## config.mk

```make
export PLATFORM = sky130hd
export DESIGN_NAME = dbus_uart_tx_flat
export DESIGN_NICKNAME = d
export VERILOG_FILES = /design/src/rtl/uart_pkg.sv /design/src/rtl/dbus_uart_tx_if.sv /design/src/rtl/uart_tx_fifo.sv /design/src/rtl/dbus_uart_tx.sv /design/src/flat_wrapper.sv
export SDC_FILE = /design/constraint.sdc
export NUM_CORES = 1
export LEC_CHECK = 0
export CAP_MARGIN = 20
export CORE_MARGIN = 2
export CORE_UTILIZATION = 60
export CTS_BUF_LIST = sky130_fd_sc_hd__clkbuf_8
export DETAILED_ROUTE_END_ITERATION = 16
export GPL_TIMING_DRIVEN = 0
export PLACE_DENSITY = 0.88
export SYNTH_ARGS = -nofsm -noshare
export SYNTH_HDL_FRONTEND = slang
export SYNTH_HIERARCHICAL = 1
export SYNTH_SLANG_ARGS = --single-unit
```

## constraint.sdc

```tcl
create_clock -name i_Clock -period 8 [get_ports i_Clock]
set_input_delay 1.6 -clock i_Clock [delete_from_list [all_inputs] [get_ports i_Clock]]
set_output_delay 1.6 -clock i_Clock [all_outputs]
set_load 0.005 [all_outputs]
```

## src/rtl/uart_pkg.sv

```systemverilog
// rtl/uart_pkg.sv - shared types, register offsets and STAT bit positions for dbus_uart_tx
package uart_pkg;

    typedef enum logic [2:0] {
        IDLE,
        START,
        DATA,
        PARITY,
        STOP
    } tx_state_t;

    localparam int unsigned REG_DATA = 0;
    localparam int unsigned REG_STAT = 4;
    localparam int unsigned REG_DIV  = 8;

    localparam int STAT_BUSY    = 0;
    localparam int STAT_FULL    = 1;
    localparam int STAT_EMPTY   = 2;
    localparam int STAT_OVF     = 3;
    localparam int STAT_CNT_LSB = 4;
    localparam int STAT_PAR_EN  = 8;

    // FIFO occupancy shown in a 4-bit field, pinned at 15 for deep FIFOs
    function automatic logic [3:0] sat_nibble(input int unsigned v);
        return (v > 15) ? 4'hF : v[3:0];
    endfunction

endpackage

```

## src/rtl/dbus_uart_tx_if.sv

```systemverilog
// rtl/dbus_uart_tx_if.sv - data-memory bus slice seen by the UART register window
interface dbus_uart_tx_if #(
    parameter int ADDR_WIDTH = 10,
    parameter int DATA_WIDTH = 32
);
    logic [ADDR_WIDTH-1:0] i_Addr;
    logic                  i_WrEnable;
    logic [DATA_WIDTH-1:0] i_WrData;
    logic [DATA_WIDTH-1:0] o_RdData;

    modport master (output i_Addr, output i_WrEnable, output i_WrData, input  o_RdData);
    modport slave  (input  i_Addr, input  i_WrEnable, input  i_WrData, output o_RdData);
endinterface

```

## src/rtl/uart_tx_fifo.sv

```systemverilog
// rtl/uart_tx_fifo.sv - synchronous byte FIFO feeding the UART shifter
module uart_tx_fifo #(
    parameter int WIDTH = 8,
    parameter int DEPTH = 8
) (
    input  logic                       clk,
    input  logic                       rst_n,
    input  logic                       push,
    input  logic                       pop,
    input  logic [WIDTH-1:0]           din,
    output logic [WIDTH-1:0]           dout,
    output logic                       full,
    output logic                       empty,
    output logic [$clog2(DEPTH):0]     count
);
    localparam int AW = $clog2(DEPTH);

    logic [WIDTH-1:0] mem [DEPTH];
    logic [AW-1:0]    wr_ptr;
    logic [AW-1:0]    rd_ptr;
    logic             do_push;
    logic             do_pop;

    assign full    = (count == (AW+1)'(DEPTH));
    assign empty   = (count == '0);
    // a push into a full FIFO is still accepted when a pop frees a slot in the same cycle
    assign do_pop  = pop && !empty;
    assign do_push = push && (!full || do_pop);
    assign dout    = mem[rd_ptr];

    // storage array, no reset needed since reads are gated by count
    always_ff @(posedge clk) begin
        if (do_push) mem[wr_ptr] <= din;
    end

    // pointers wrap naturally because DEPTH is a power of two
    always_ff @(posedge clk or negedge rst_n) begin
        if (!rst_n) begin
            wr_ptr <= '0;
            rd_ptr <= '0;
            count  <= '0;
        end else begin
            if (do_push) wr_ptr <= wr_ptr + 1'b1;
            if (do_pop)  rd_ptr <= rd_ptr + 1'b1;
            case ({do_push, do_pop})
                2'b10:   count <= count + 1'b1;
                2'b01:   count <= count - 1'b1;
                default: count <= count;
            endcase
        end
    end
endmodule

```

## src/rtl/dbus_uart_tx.sv

```systemverilog
// rtl/dbus_uart_tx.sv - memory-mapped 8N1 UART transmitter; UART_TX_PARITY_EN adds an even parity bit
module dbus_uart_tx
    import uart_pkg::*;
#(
    parameter int                    DATA_WIDTH      = 32,
    parameter int                    ADDR_WIDTH      = 10,
    parameter logic [ADDR_WIDTH-1:0] BASE_ADDR       = ADDR_WIDTH'('h210),
    parameter int                    FIFO_DEPTH      = 8,
    parameter int                    DEFAULT_DIVISOR = 434
) (
    input  logic          i_Clock,
    input  logic          i_Reset,
    dbus_uart_tx_if.slave bus,
    output logic          o_Tx,
    output logic          o_Irq
);
    localparam int CW = $clog2(FIFO_DEPTH) + 1;
    localparam logic [ADDR_WIDTH-1:0] OFF_DATA = ADDR_WIDTH'(REG_DATA);
    localparam logic [ADDR_WIDTH-1:0] OFF_STAT = ADDR_WIDTH'(REG_STAT);
    localparam logic [ADDR_WIDTH-1:0] OFF_DIV  = ADDR_WIDTH'(REG_DIV);

    logic [ADDR_WIDTH-1:0] offset;
    logic [ADDR_WIDTH-1:0] word_off;
    logic                  hit_data, hit_stat, hit_div;
    logic                  fifo_push, fifo_pop, fifo_full, fifo_empty;
    logic [7:0]            fifo_dout;
    logic [CW-1:0]         fifo_count;
    logic [15:0]           div_q;
    logic [15:0]           reload;
    logic                  ovf_q;
    logic [8:0]            stat;
    tx_state_t             state;
    logic [15:0]           baud_cnt;
    logic                  bit_done;
    logic [7:0]            shift_q;
    logic [2:0]            bit_idx;
`ifdef UART_TX_PARITY_EN
    logic                  par_q;
`endif
    logic                  unused_bits;

    // addresses below BASE_ADDR wrap to a large offset and miss every register
    assign offset      = bus.i_Addr - BASE_ADDR;
    assign word_off    = {offset[ADDR_WIDTH-1:2], 2'b00};
    assign hit_data    = (word_off == OFF_DATA);
    assign hit_stat    = (word_off == OFF_STAT);
    assign hit_div     = (word_off == OFF_DIV);
    assign unused_bits = &{1'b0, offset[1:0], bus.i_WrData[DATA_WIDTH-1:16]};

    assign fifo_push = bus.i_WrEnable && hit_data;
    assign bit_done  = (baud_cnt == 16'd0);
    assign fifo_pop  = !fifo_empty && ((state == IDLE) || (state == STOP && bit_done));
    // divisors below 2 run as 2 so a bit always spans at least two clocks
    assign reload    = (div_q < 16'd2) ? 16'd1 : div_q - 16'd1;
    assign o_Irq     = fifo_empty && (state == IDLE);

    uart_tx_fifo #(.WIDTH(8), .DEPTH(FIFO_DEPTH)) u_fifo (
        .clk   (i_Clock),
        .rst_n (i_Reset),
        .push  (fifo_push),
        .pop   (fifo_pop),
        .din   (bus.i_WrData[7:0]),
        .dout  (fifo_dout),
        .full  (fifo_full),
        .empty (fifo_empty),
        .count (fifo_count)
    );

    // divisor register and sticky overflow flag
    always_ff @(posedge i_Clock or negedge i_Reset) begin
        if (!i_Reset) begin
            div_q <= 16'(DEFAULT_DIVISOR);
            ovf_q <= 1'b0;
        end else begin
            if (bus.i_WrEnable && hit_div) div_q <= bus.i_WrData[15:0];
            if (fifo_push && fifo_full && !fifo_pop)
                ovf_q <= 1'b1;
            else if (bus.i_WrEnable && hit_stat && bus.i_WrData[STAT_OVF])
                ovf_q <= 1'b0;
        end
    end

    // transmit FSM: one state step per bit period, line level registered
    always_ff @(posedge i_Clock or negedge i_Reset) begin
        if (!i_Reset) begin
            state    <= IDLE;
            baud_cnt <= '0;
            shift_q  <= '0;
            bit_idx  <= '0;
            o_Tx     <= 1'b1;
`ifdef UART_TX_PARITY_EN
            par_q    <= 1'b0;
`endif
        end else if (state != IDLE && !bit_done) begin
            baud_cnt <= baud_cnt - 16'd1;
        end else begin
            case (state)
                IDLE, STOP: begin
                    if (!fifo_empty) begin
                        shift_q  <= fifo_dout;
`ifdef UART_TX_PARITY_EN
                        par_q    <= ^fifo_dout;
`endif
                        baud_cnt <= reload;
                        o_Tx     <= 1'b0;
                        state    <= START;
                    end else begin
                        o_Tx  <= 1'b1;
                        state <= IDLE;
                    end
                end
                START: begin
                    o_Tx     <= shift_q[0];
                    shift_q  <= shift_q >> 1;
                    bit_idx  <= 3'd0;
                    baud_cnt <= reload;
                    state    <= DATA;
                end
                DATA: begin
                    baud_cnt <= reload;
                    if (bit_idx == 3'd7) begin
`ifdef UART_TX_PARITY_EN
                        o_Tx  <= par_q;
                        state <= PARITY;
`else
                        o_Tx  <= 1'b1;
                        state <= STOP;
`endif
                    end else begin
                        o_Tx    <= shift_q[0];
                        shift_q <= shift_q >> 1;
                        bit_idx <= bit_idx + 3'd1;
                    end
                end
                PARITY: begin
                    baud_cnt <= reload;
                    o_Tx     <= 1'b1;
                    state    <= STOP;
                end
                default: begin
                    o_Tx  <= 1'b1;
                    state <= IDLE;
                end
            endcase
        end
    end

    // status word and combinational read mux
    always_comb begin
        stat                            = '0;
        stat[STAT_BUSY]                 = (state != IDLE);
        stat[STAT_FULL]                 = fifo_full;
        stat[STAT_EMPTY]                = fifo_empty;
        stat[STAT_OVF]                  = ovf_q;
        stat[STAT_CNT_LSB+3:STAT_CNT_LSB] = sat_nibble(32'(fifo_count));
`ifdef UART_TX_PARITY_EN
        stat[STAT_PAR_EN]               = 1'b1;
`endif
        bus.o_RdData = '0;
        if (hit_stat)     bus.o_RdData[8:0]  = stat;
        else if (hit_div) bus.o_RdData[15:0] = div_q;
    end
endmodule

```

## src/flat_wrapper.sv

```systemverilog
// flat-port wrapper written by rule: the top's interface ports become plain ports
module dbus_uart_tx_flat import uart_pkg::*;
#(
    parameter int                    DATA_WIDTH      = 32,
    parameter int                    ADDR_WIDTH      = 10,
    parameter logic [ADDR_WIDTH-1:0] BASE_ADDR       = ADDR_WIDTH'('h210),
    parameter int                    FIFO_DEPTH      = 8,
    parameter int                    DEFAULT_DIVISOR = 434
)
  (i_Clock, i_Reset, o_Tx, o_Irq, bus_i_Addr, bus_i_WrEnable, bus_i_WrData, bus_o_RdData);
  dbus_uart_tx_if #(.ADDR_WIDTH(ADDR_WIDTH), .DATA_WIDTH(DATA_WIDTH)) bus_i ();
  input  logic i_Clock;
  input  logic i_Reset;
  output logic o_Tx;
  output logic o_Irq;
  input wire logic [$bits(bus_i.i_Addr)-1:0] bus_i_Addr;
  input wire logic [$bits(bus_i.i_WrEnable)-1:0] bus_i_WrEnable;
  input wire logic [$bits(bus_i.i_WrData)-1:0] bus_i_WrData;
  output wire logic [$bits(bus_i.o_RdData)-1:0] bus_o_RdData;
  assign bus_i.i_Addr = bus_i_Addr;
  assign bus_i.i_WrEnable = bus_i_WrEnable;
  assign bus_i.i_WrData = bus_i_WrData;
  assign bus_o_RdData = bus_i.o_RdData;
  dbus_uart_tx #(.DATA_WIDTH(DATA_WIDTH), .ADDR_WIDTH(ADDR_WIDTH), .BASE_ADDR(BASE_ADDR), .FIFO_DEPTH(FIFO_DEPTH), .DEFAULT_DIVISOR(DEFAULT_DIVISOR)) u_core (.i_Clock(i_Clock), .i_Reset(i_Reset), .bus(bus_i), .o_Tx(o_Tx), .o_Irq(o_Irq));
endmodule
```

# Word-level counts from Yosys, hierarchy flattened
# Memories as Yosys holds them, arrays and structs flattened.
# Index checks and enable logic that the tools add are counted.
# totals
output_inout_bits,34
wordCells,92
register_bits,58
n_memories,1
mem_bits_rw,64
# mem_list
memory,words,word_bits,rd,rd_ports_with_merged_regs,wr,line_no,source
u_core.u_fifo.mem,8,8,1,0,1,uart_tx_fifo.sv:18,logic [WIDTH-1:0] mem [DEPTH];
# classes
mux,23
addsub,8
n_eq_ne,14
n_bitwise,1
n_reduce_logical,34
n_lt_le_gt_ge,1
# op_table
operator,count
$mux 16,4
$pmux 16 s2,1
$sub 16x1->16 const B,2
$pmux 8 s3,1
$logic_not 16->1,1
$lt 16x2->1 const B,1
$mux 8,2
$logic_and 1x1->1,12
$pmux 3 s4,1
$logic_not 10->1,1
$sub 10x10->10 const B,1
$add 3x1->3 const B,3
$mux 9,1
$reduce_bool 3->1,3
$eq 8x1->1 const B,1
$eq 8x2->1 const B,1
$pmux 4 s2,1
$mux 1,7
$mux 7,1
$eq 3x2->1 const B,2
$eq 3x3->1 const B,2
$mux 3,2
$pmux 3 s2,1
$reduce_bool 2->1,3
other kinds (20),26

# Logic depth before layout (Yosys ltp)
# Gate-level depths: netlist of the first run.
# depth
depth_word,9
mapped_depth,14
ltp_nobuf,13

# Modules after synthesis
# Netlist of the first run, hierarchy kept.
# by_module_without_submodules
module,cells_each,area_per_inst_um2,n_inst
uart_tx_fifo,164,3155.5,1
dbus_uart_tx,318,3047.9,1

# Worst setup path after synthesis of the first run
# Ideal clock, no wire load.
# synth_path
path_type,input to output
from,input port bus_i_Addr[6]
to,output port bus_o_RdData[1]
path_buffers,0
slack_ns,3.487
required_time_ns,6.400
t_arrival_ns,2.913
cell_stages,4
cell_sequence,nor4b_1 -> nand3b_1 -> nor3b_1 -> a22o_1
# synth_between
elab_chain_len,4
word_cells_on_any_way,5
# synth_rtl
item,line_no,source
from (decl),flat_wrapper.sv:16,input wire logic [$bits(bus_i.i_Addr)-1:0] bus_i_Addr;
$sub 10x10->10 *,dbus_uart_tx.sv:43,assign offset = bus.i_Addr - BASE_ADDR;
$eq 8x2->1,dbus_uart_tx.sv:47,assign hit_div = (word_off == OFF_DIV);
$mux 16,dbus_uart_tx.sv:161,else if (hit_div) bus.o_RdData[15:0] = div_q;
$mux 9 *,dbus_uart_tx.sv:160,if (hit_stat) bus.o_RdData[8:0] = stat;
to (decl),flat_wrapper.sv:19,output wire logic [$bits(bus_i.o_RdData)-1:0] bus_o_RdData;
# Mark *: on every way between the ends. The rest lies on a longest branch, timed or not.

# Final worst setup path of the first run
# layout_path
from,input port bus_i_Addr[6]
to,output port bus_o_RdData[6]
# Same word-level chain as after synthesis.

==> results by stage, run 1 <==
Cells and area:
- The number of nets in the layout is 620.
- The layout has 687 filler cells.
- Leaving out fill and tap cells, the most frequent cell in the layout is sky130_fd_sc_hd__edfxtp_1.
- The library cells used most frequently in the layout, excluding fill and tap cells, are sky130_fd_sc_hd__edfxtp_1, sky130_fd_sc_hd__dfrtp_1, sky130_fd_sc_hd__clkdlybuf4s50_1.
- The layout-stage area growth over the synthesis result is 18.1%.
- The ratio of cells with drive above 1 in the final layout is 20.1%.
- The post-layout utilization of the core is 71.9%.
- The number of diodes added for antenna fixing is 0.

Critical path:
- The number of buffers and inverters on the critical path is 3.
- The arrival time at the worst endpoint is 4.12 ns.
- The required time reported for the critical path endpoint is 6.40 ns.
- The cell that appears most often on the critical path is sky130_fd_sc_hd__clkdlybuf4s50_1.
- In this design, the stage delay of the slowest critical-path cell is 0.57 ns.
- The worst setup path is of the input port to output pin kind.
- The slowest stage of the critical path belongs to the cell sky130_fd_sc_hd__nor3b_2.
- Of all nets on the critical path, the largest fanout is 10.
- The critical path goes through clkdlybuf4s50_1 > nor4b_1 > nand3b_1 > nor3b_2 > clkbuf_1 > a22o_1 > clkdlybuf4s50_1.
- The endpoint type of the worst setup path is an output pin.
- The family of cells with the greatest summed delay on the critical path is buffers and inverters.
- STA classifies the critical path startpoint as an input port.

Pwr:
- The leakage component of the power is 0.00294 uW.
- The worst vdd rail ir drop is 0.000216 V.
- In this run, flip-flops and latches consume 42.3% of the power.
- The cell internal power dissipation is 1360 uW.
- The proportion of power drawn by combinational gates is 29.9%.
- The power density normalized to cell area is 274 nW/um^2.
- The fraction of power spent switching nets is 32.2%.
- In this run, the clock network consumes 27.8% of the power.
- For this design the total switching power over the nets is 646 uW.

Synthesis:
- After synthesis, the cell types taking the most area are sky130_fd_sc_hd__edfxtp_1, sky130_fd_sc_hd__dfrtp_1, sky130_fd_sc_hd__mux4_1.
- The post-synthesis instance total is 482.
- The combinational family with the most area after synthesis is multiplexers.
- The synthesized netlist contains 65 unique library cells.
- The fraction of the mapped netlist area in simple logic gates is 13.0%.
- For this run, the number of Yosys warnings is 6.
- Summing the areas of all fa, ha and maj instances in the mapped netlist gives 2.14% of the synthesized area.
- The share of synthesized flip-flops with an asynchronous set or reset is 47.5%.
- The cell area after synthesis is 6200 sq um.
- In this run, synthesis inferred 64 flip-flops with an integrated enable.
- The cell accounting for the most synthesized area is sky130_fd_sc_hd__edfxtp_1.
- The synthesized netlist devotes 8.91% of its cell area to compound gates.
- Sequential cells were found to cover 54.5% of the synthesized design area.
- The portion of synthesized area spent on multiplexers is 13.7%.
- After synthesis, the mean cell area works out to 12.9 sq um.
- The xor-xnor portion of the synthesized cell area is 2.96%.
- The synthesized design devotes to its leading area cell type 31.0% of total area.
- Synthesis inferred 122 register bits.
- The commonest register cell after synthesis is sky130_fd_sc_hd__edfxtp_1.

CTS:
- Post-CTS repair changed the size of 0 cells.
- The clock passes through at most 2 buffers.
- The clock edge transition at the registers on the reported setup and hold paths is 0.07 ns.
- The post-cts hold buffer count is 0.
- The total number of clock tree sinks is 122.
- The root buffer cell is sky130_fd_sc_hd__clkbuf_8.
- The clock tree from TritonCTS is yes.
- In this run the number of H-tree levels came out at 4.
- The later pin in the worst-skew pair is clocked with a latency of 0.42 ns.
- The number of buffers inserted by post-CTS setup repair is 0.
- The total CTS buffers is 17.

Routing:
- The number of DRC violations after detailed routing is 0.
- The post-route antenna net violation count is 0.
- The via total after detailed routing is 4,308.
- Using the TritonRoute via totals, the vias-per-cell ratio works out to 6.03.
- The total wire length is 13.6 mm.
- The per-cell routed wire length is 19.0 um.
- The initial DRC count is 459.
- Before antenna repair, the detailed router went through 7 iterations.

Floorplan:
- Pin placement for this block handled 79 I/O pins.
- The die area is 11,200 sq um.
- The die extent in x is 106 um.
- The vertical die dimension is 106 um.
- In this run the standard cell core region covers 10,200 sq um.
- The starting density of the core is 60.9%.
- Row generation in the floorplan step produced 37 rows.

STA:
- Based on the critical path, the design can be clocked at up to 175 MHz.
- The final hold slack is 0.485 ns.
- Setup repair after global routing left no endpoint under its margin.
- The number of pins exceeding their max-slew limit in the final report came to 0.
- Measured against its own limit, the worst slew margin works out to 33.0%.
- The slew at the pin with the worst max-slew slack is 0.997 ns.
- The final count of negative-setup-slack endpoints is 0.
- Setup total negative slack on the finished layout was measured at 0 ns.
- The number of hold-slack violations in the final timing report is 0.
- Clock skew on the completed layout was measured at 0.00925 ns.
- The clock period could shrink to 5.72 ns.
- The final worst-path cycle share is 71.5%.

Global routing:
- The number of global-route vias before repair is 4,228.
- The global-route wire length before repair is 22.1 mm.
- The remaining global-route overflow is 0.
- The number of antenna violations at the first check in global routing was 0.
- The pin count of the biggest net entering global routing is 31.
- In the global route stage, overall resource usage came out at 26.0%.

Placement:
- Detailed placement ended at an HPWL of 9.41 mm.
- Input and output buffers added on the ports amount to 44.
- The final estimated routing congestion in global placement is 0.923.

Flow run:
- The count of maximum capacitance violations is 0.

Status:
- The run finished with clean final reports.

Worst hold path:
- The type of the most critical hold path is flop to flop.
-- cell families (layout without fill, tap and decap cells) --
family,Yosys count,after routing
AND/OR/NAND/NOR,146,146
flip-flops,122,122
AO/OA/AOI/OAI,77,77
multiplexers,55,55
buffers and inverters,50,131
XOR/XNOR,21,21
adder cells (fa/ha/maj),10,10
other,1,16
-- final cells by class --
type	instances	area, sq um	share of cell area (%)
inverters	12	45.0	0.615
repair buffers	49	480	6.56
clock inverters	15	179	2.44
flip-flops and latches	122	3380	46.2
clock buffers	17	234	3.19
plain buffers	38	250	3.42
multi-input cells	325	2580	35.3
well taps	136	170	2.32
-- worst paths after layout --
kind,slack [ns],from,endpoint,cells after the start
worst max-delay path,2.28,bus_i_Addr[6],bus_o_RdData[6],7
worst min-delay path,0.48,u_core/shift_q[0],u_core/shift_q[0],2
worst max register to register,4.08,u_core/baud_cnt[0],u_core/u_fifo/count[3],15
worst min register to register,0.48,u_core/shift_q[0],u_core/shift_q[0],2
max in group asynchronous,6.09,i_Reset,u_core/div_q[1],2
min in group asynchronous,1.22,i_Reset,u_core/baud_cnt[11],1
-- synthesized netlist by cell type (all sizes together) (2+ instances only) --
master  count
or2         2
nor4       14
o21ai      24
nand2      34
a21oi      16
a22o        8
o21a        3
nand3b      4
a21o        3
a221o       3
nand2b      5
mux4       16
mux2       28
nor2       25
nor3       16
or4         2
nor4b       3
and2        9
nand4b      2
o211ai      4
or3        11
a211oi      5
mux2i      11
clkbuf     10
buf        28
nand4       5
inv        12
edfxtp     64
xnor2      15
and4        2
dfstp       6
nand3       8
dfrtp      52
ha          9
nor3b       2
xor2        6
-- power by group through the flow --
stage,Sequential [uW],Combinational [uW],Clock [uW]
global placement,850,564,0
detailed placement,857,589,0
CTS,846,598,568
global route,860,653,597
finish,849,600,559
floorplan,830,457,0
-- worst register-to-register path: stages (launching register included) --
cell and delay, ns:
sky130_fd_sc_hd__dfrtp_1 0.42, sky130_fd_sc_hd__inv_1 0.10, sky130_fd_sc_hd__ha_1 0.15, sky130_fd_sc_hd__nor4b_1 0.34, sky130_fd_sc_hd__nand4_1 0.27, sky130_fd_sc_hd__buf_2 0.28, sky130_fd_sc_hd__a2111oi_2 0.43, sky130_fd_sc_hd__buf_4 0.25
sky130_fd_sc_hd__o21ai_2 0.14, sky130_fd_sc_hd__or2_2 0.33, sky130_fd_sc_hd__inv_1 0.09, sky130_fd_sc_hd__ha_1 0.25, sky130_fd_sc_hd__or2_2 0.29, sky130_fd_sc_hd__a21oi_1 0.22, sky130_fd_sc_hd__mux2i_1 0.21, sky130_fd_sc_hd__nand3b_1 0.11
-- flip-flops by register name, summed over array words and instances, names as in the netlist --
signal                count
u_core/u_fifo/wr_ptr      3
u_core/u_fifo/count       4
u_core/bit_idx            3
u_core/state              3
u_core/ovf_q              1
u_core/o_Tx               1
u_core/baud_cnt          16
u_core/u_fifo/rd_ptr      3
u_core/shift_q            8
u_core/div_q             16
u_core/u_fifo/mem        64
-- stage by stage --
| stage | setup WS, ns | total power (uW) | instances | area [sq um] |
|---|---|---|---|---|
| after global routing | 2.07 | 2110 | 714 | 7320 |
| after CTS | 2.10 | 2010 | 711 | 7310 |
| after detailed placement | 2.13 | 1450 | 679 | 6890 |
| final | 2.28 | 2010 | 714 | 7320 |
| after floorplan | 3.49 | 1290 | 497 | 6260 |
| after global placement | 2.25 | 1410 | 677 | 6870 |
-- routing by layer --
metal | GRT usage [%] | vias to the layer above | part of all wire (%)
li1 | - | 1969 | -
met1 | 34.6 | 2132 | 41
met2 | 42.2 | 185 | 51
met3 | 5.88 | 22 | 6.7
met4 | 9.77 | 0 | 1.7
met5 | 0 | - | 0
No activity file was read; power rests on OpenSTA's default activity.
==> inputs of run 2 (changes only) <==
--- a/config.mk
+++ b/config.mk
@@ -7,11 +7,11 @@
 export LEC_CHECK = 0
 export CAP_MARGIN = 20
 export CORE_MARGIN = 2
-export CORE_UTILIZATION = 60
+export CORE_UTILIZATION = 52
 export CTS_BUF_LIST = sky130_fd_sc_hd__clkbuf_8
 export DETAILED_ROUTE_END_ITERATION = 16
 export GPL_TIMING_DRIVEN = 0
-export PLACE_DENSITY = 0.88
+export PLACE_DENSITY = 0.81
 export SYNTH_ARGS = -nofsm -noshare
 export SYNTH_HDL_FRONTEND = slang
 export SYNTH_HIERARCHICAL = 1
==> constraint.sdc (replaced) <==
create_clock -name i_Clock -period 5.08 [get_ports i_Clock]
set_input_delay 1.016 -clock i_Clock [delete_from_list [all_inputs] [get_ports i_Clock]]
set_output_delay 1.016 -clock i_Clock [all_outputs]
set_load 0.005 [all_outputs]
==> results by stage, run 2 (synthesis results as in run 1) <==
CTS:
- The buffer levels on the longest clock path is 2.
- Hold repair after CTS inserted 0 buffers.
- The clock edge transition at the registers on the reported setup and hold paths is 0.07 ns.
- The total number of clock tree sinks is 122.
- CTS built an H-tree with a depth of 4.
- The number of buffers inserted by post-CTS setup repair is 0.
- TritonCTS built the clock tree.
- The root buffer cell is sky130_fd_sc_hd__clkbuf_8.
- The total CTS buffers is 17.
- At the later pin of the worst-skew pair, clock insertion delay measures 0.44 ns.
- In this run, post-CTS repair resized a total of 0 instances.

Cells and area:
- The largest registers in the layout are u_core/u_fifo/mem x64, u_core/baud_cnt x16, u_core/div_q x16.
- The number of diodes added for antenna fixing is 0.
- The sequential cells in the finished layout cover a total of 3380 sq um.
- The library cell used most frequently in the layout, excluding fill and tap cells, is sky130_fd_sc_hd__edfxtp_1.
- The area occupied by multi-input gates is 2580 sq um.
- Leaving out fill and tap cells, the most frequent cells in the layout are sky130_fd_sc_hd__edfxtp_1, sky130_fd_sc_hd__dfrtp_1, sky130_fd_sc_hd__clkdlybuf4s50_1.
- The layout filler cell count is 885.
- The register with the most flip-flops in the layout has 64 of them.
- The area growth from synthesis to layout is 17.2%.
- Ranked by flip-flop count, first place goes to u_core/u_fifo/mem.
- The number of nets in the layout is 620.
- The ratio of cells with drive above 1 in the final layout is 20.1%.

Critical path:
- Together, buffers and inverters on the worst path number 3.
- The cell that appears most often on the critical path is sky130_fd_sc_hd__clkdlybuf4s50_1.
- The required time reported for the critical path endpoint is 4.06 ns.
- Counting cells, the worst reg-to-reg path comes to 13.
- In this design, the largest share of critical-path delay is due to buffers and inverters.
- The maximum fanout along the worst path is 10.
- The critical path goes through clkdlybuf4s50_1 > nor4b_1 > nand3b_1 > nor3b_2 > clkbuf_1 > a22o_1 > clkdlybuf4s50_1.
- The critical path depth is 7.
- The longest individual stage delay on the worst path is 0.55 ns.
- The slack of the worst reg-to-reg path is 1.20 ns.
- On the critical path, the stage with the largest delay is an instance of sky130_fd_sc_hd__nor3b_2.
- The critical path in this run is classified as input port to output pin.
- The arrival time at the worst endpoint is 3.50 ns.
- The nature of the critical path startpoint is an input port.
- STA classifies the critical path endpoint as an output pin.

STA:
- At the pin with the least slew margin, the transition time is 0.898 ns.
- The number of pins exceeding their max-slew limit in the final report is 0.
- The setup clock skew after layout is 0.0101 ns.
- The final count of negative-setup-slack endpoints is 0.
- The number of hold-slack violations in the final timing report is 0.
- The total negative slack is 0 ns.
- The shortest clock period the worst path allows after layout is 4.51 ns.
- Setup repair after global routing left no endpoint under its margin.
- The fmax is 222 MHz.
- The final worst-path cycle share is 88.8%.
- The worst pin sits at a relative slew slack of 39.7%.

Global routing:
- After global routing the overflow that remains totals 0.
- The global-route wire length before repair is 20.5 mm.
- The number of antenna violations at the first check in global routing came to 0.
- The pin count of the biggest net entering global routing is 37.
- The combined global-route utilization of all metal layers is 20.9%.
- The number of global-route vias before repair is 4,068.

Pwr:
- Dividing total power by cell area gives a power density of 413 nW/um^2.
- For this design the static power due to leakage is 0.00290 uW.
- The worst vdd rail ir drop is 0.000257 V.
- Total power for the finished layout comes to 3000 uW.

Routing:
- The per-cell routed wire length is 17.6 um.
- The initial DRC count is 348.
- The post-route antenna net violation count is 0.
- Wires add up to 12.7 mm.
- The via total after detailed routing is 4,222.
- In the routed layout, each cell is associated on average with a via count of 5.86.
- The number of DRC violations after detailed routing is 6.
- The length of the first detailed-routing pass in iterations is 11.

Floorplan:
- The die is 113 um wide.
- After floorplanning, the core was sized to cover 11,500 sq um.
- The floorplan step defined a die boundary enclosing 12,800 sq um.
- During I/O placement, the number of pins put on the boundary was 79.
- The floorplan has 39 rows.
- From bottom edge to top edge, the die measures 113 um.
- The initial utilization of the core area, before any placement, comes to 53.9%.

Worst hold path:
- The tightest min-delay check is of the flop to flop type.
- Counting instances, the worst hold path has a depth of 2.

Status:
- The checks that failed: design-rule violations.
- The flow ran to the end, but the final reports show violations.

Flow run:
- The count of maximum capacitance violations is 0.

Placement:
- The sum of net half-perimeters after detailed placement is 9.17 mm.
- The count of buffers added on input and output ports is 44.
- At the end of routability-driven placement, the weighted congestion stood at 0.914.
-- run 2: cell count changes in the layout (fill, tap and decap cells not counted) --
cell | before | now
sky130_fd_sc_hd__buf_2 | 10 | 9
sky130_fd_sc_hd__buf_4 | 17 | 19
sky130_fd_sc_hd__bufinv_16 | 3 | 0
sky130_fd_sc_hd__clkbuf_4 | 1 | 0
sky130_fd_sc_hd__clkbuf_8 | 17 | 18
sky130_fd_sc_hd__clkinv_2 | 1 | 2
sky130_fd_sc_hd__clkinv_4 | 6 | 3
sky130_fd_sc_hd__clkinvlp_4 | 2 | 4
sky130_fd_sc_hd__inv_6 | 1 | 3
-- run 2: power by group --
part	internal (uW)	leakage, uW	switching (uW)
Combinational	474	0.00143	456
Clock	349	0.000174	391
Sequential	1190	0.00130	147
-- run 2: tightest hold or removal path, cell delays in order (launching register included) --
cell and delay (ns):
sky130_fd_sc_hd__dfrtp_1 0.34, sky130_fd_sc_hd__nand2_1 0.04, sky130_fd_sc_hd__o21ai_0 0.07
-- run 2: path summary, 6_finish.rpt --
| kind | start | to |
|---|---|---|
| max in group asynchronous | i_Reset | u_core/div_q[8] |
| worst max register to register | u_core/baud_cnt[4] | u_core/u_fifo/count[3] |
| worst max-delay path | bus_i_Addr[6] | bus_o_RdData[6] |
| worst min-delay path | u_core/shift_q[3] | u_core/shift_q[3] |
| worst min register to register | u_core/shift_q[3] | u_core/shift_q[3] |
| min in group asynchronous | i_Reset | u_core/baud_cnt[5] |
-- run 2: final cells by class --
type / count / share of cell area [%]
flip-flops and latches: 122 / 46.5
multi-input cells: 325 / 35.5
repair buffers: 49 / 6.64
plain buffers: 38 / 3.44
clock buffers: 18 / 3.41
well taps: 143 / 2.46
clock inverters: 14 / 1.38
inverters: 12 / 0.620
-- run 2: routing by layer --
| metal | global-route usage [%] | part of all wire, % | vias to the layer above |
|---|---|---|---|
| li1 | - | - | 1967 |
| met2 | 34.2 | 50 | 139 |
| met3 | 4.45 | 5.1 | 16 |
| met1 | 27.7 | 43 | 2100 |
| met5 | 0 | 0 | - |
| met4 | 7.72 | 1.5 | 0 |
-- run 2: through the flow --
step | worst slack, ns | utilization, % | hold WS, ns | area [sq um] | instances
after global routing | 0.326 | 63.1 | 0.527 | 7270 | 721
after floorplan | 1.39 | - | 0.450 | 6260 | 497
after CTS | 0.377 | 63.1 | 0.496 | 7260 | 720
after global placement | 0.465 | 59.7 | 0.461 | 6880 | 684
after detailed placement | 0.368 | 60.1 | 0.481 | 6920 | 688
final | 0.568 | 63.1 | 0.495 | 7270 | 721
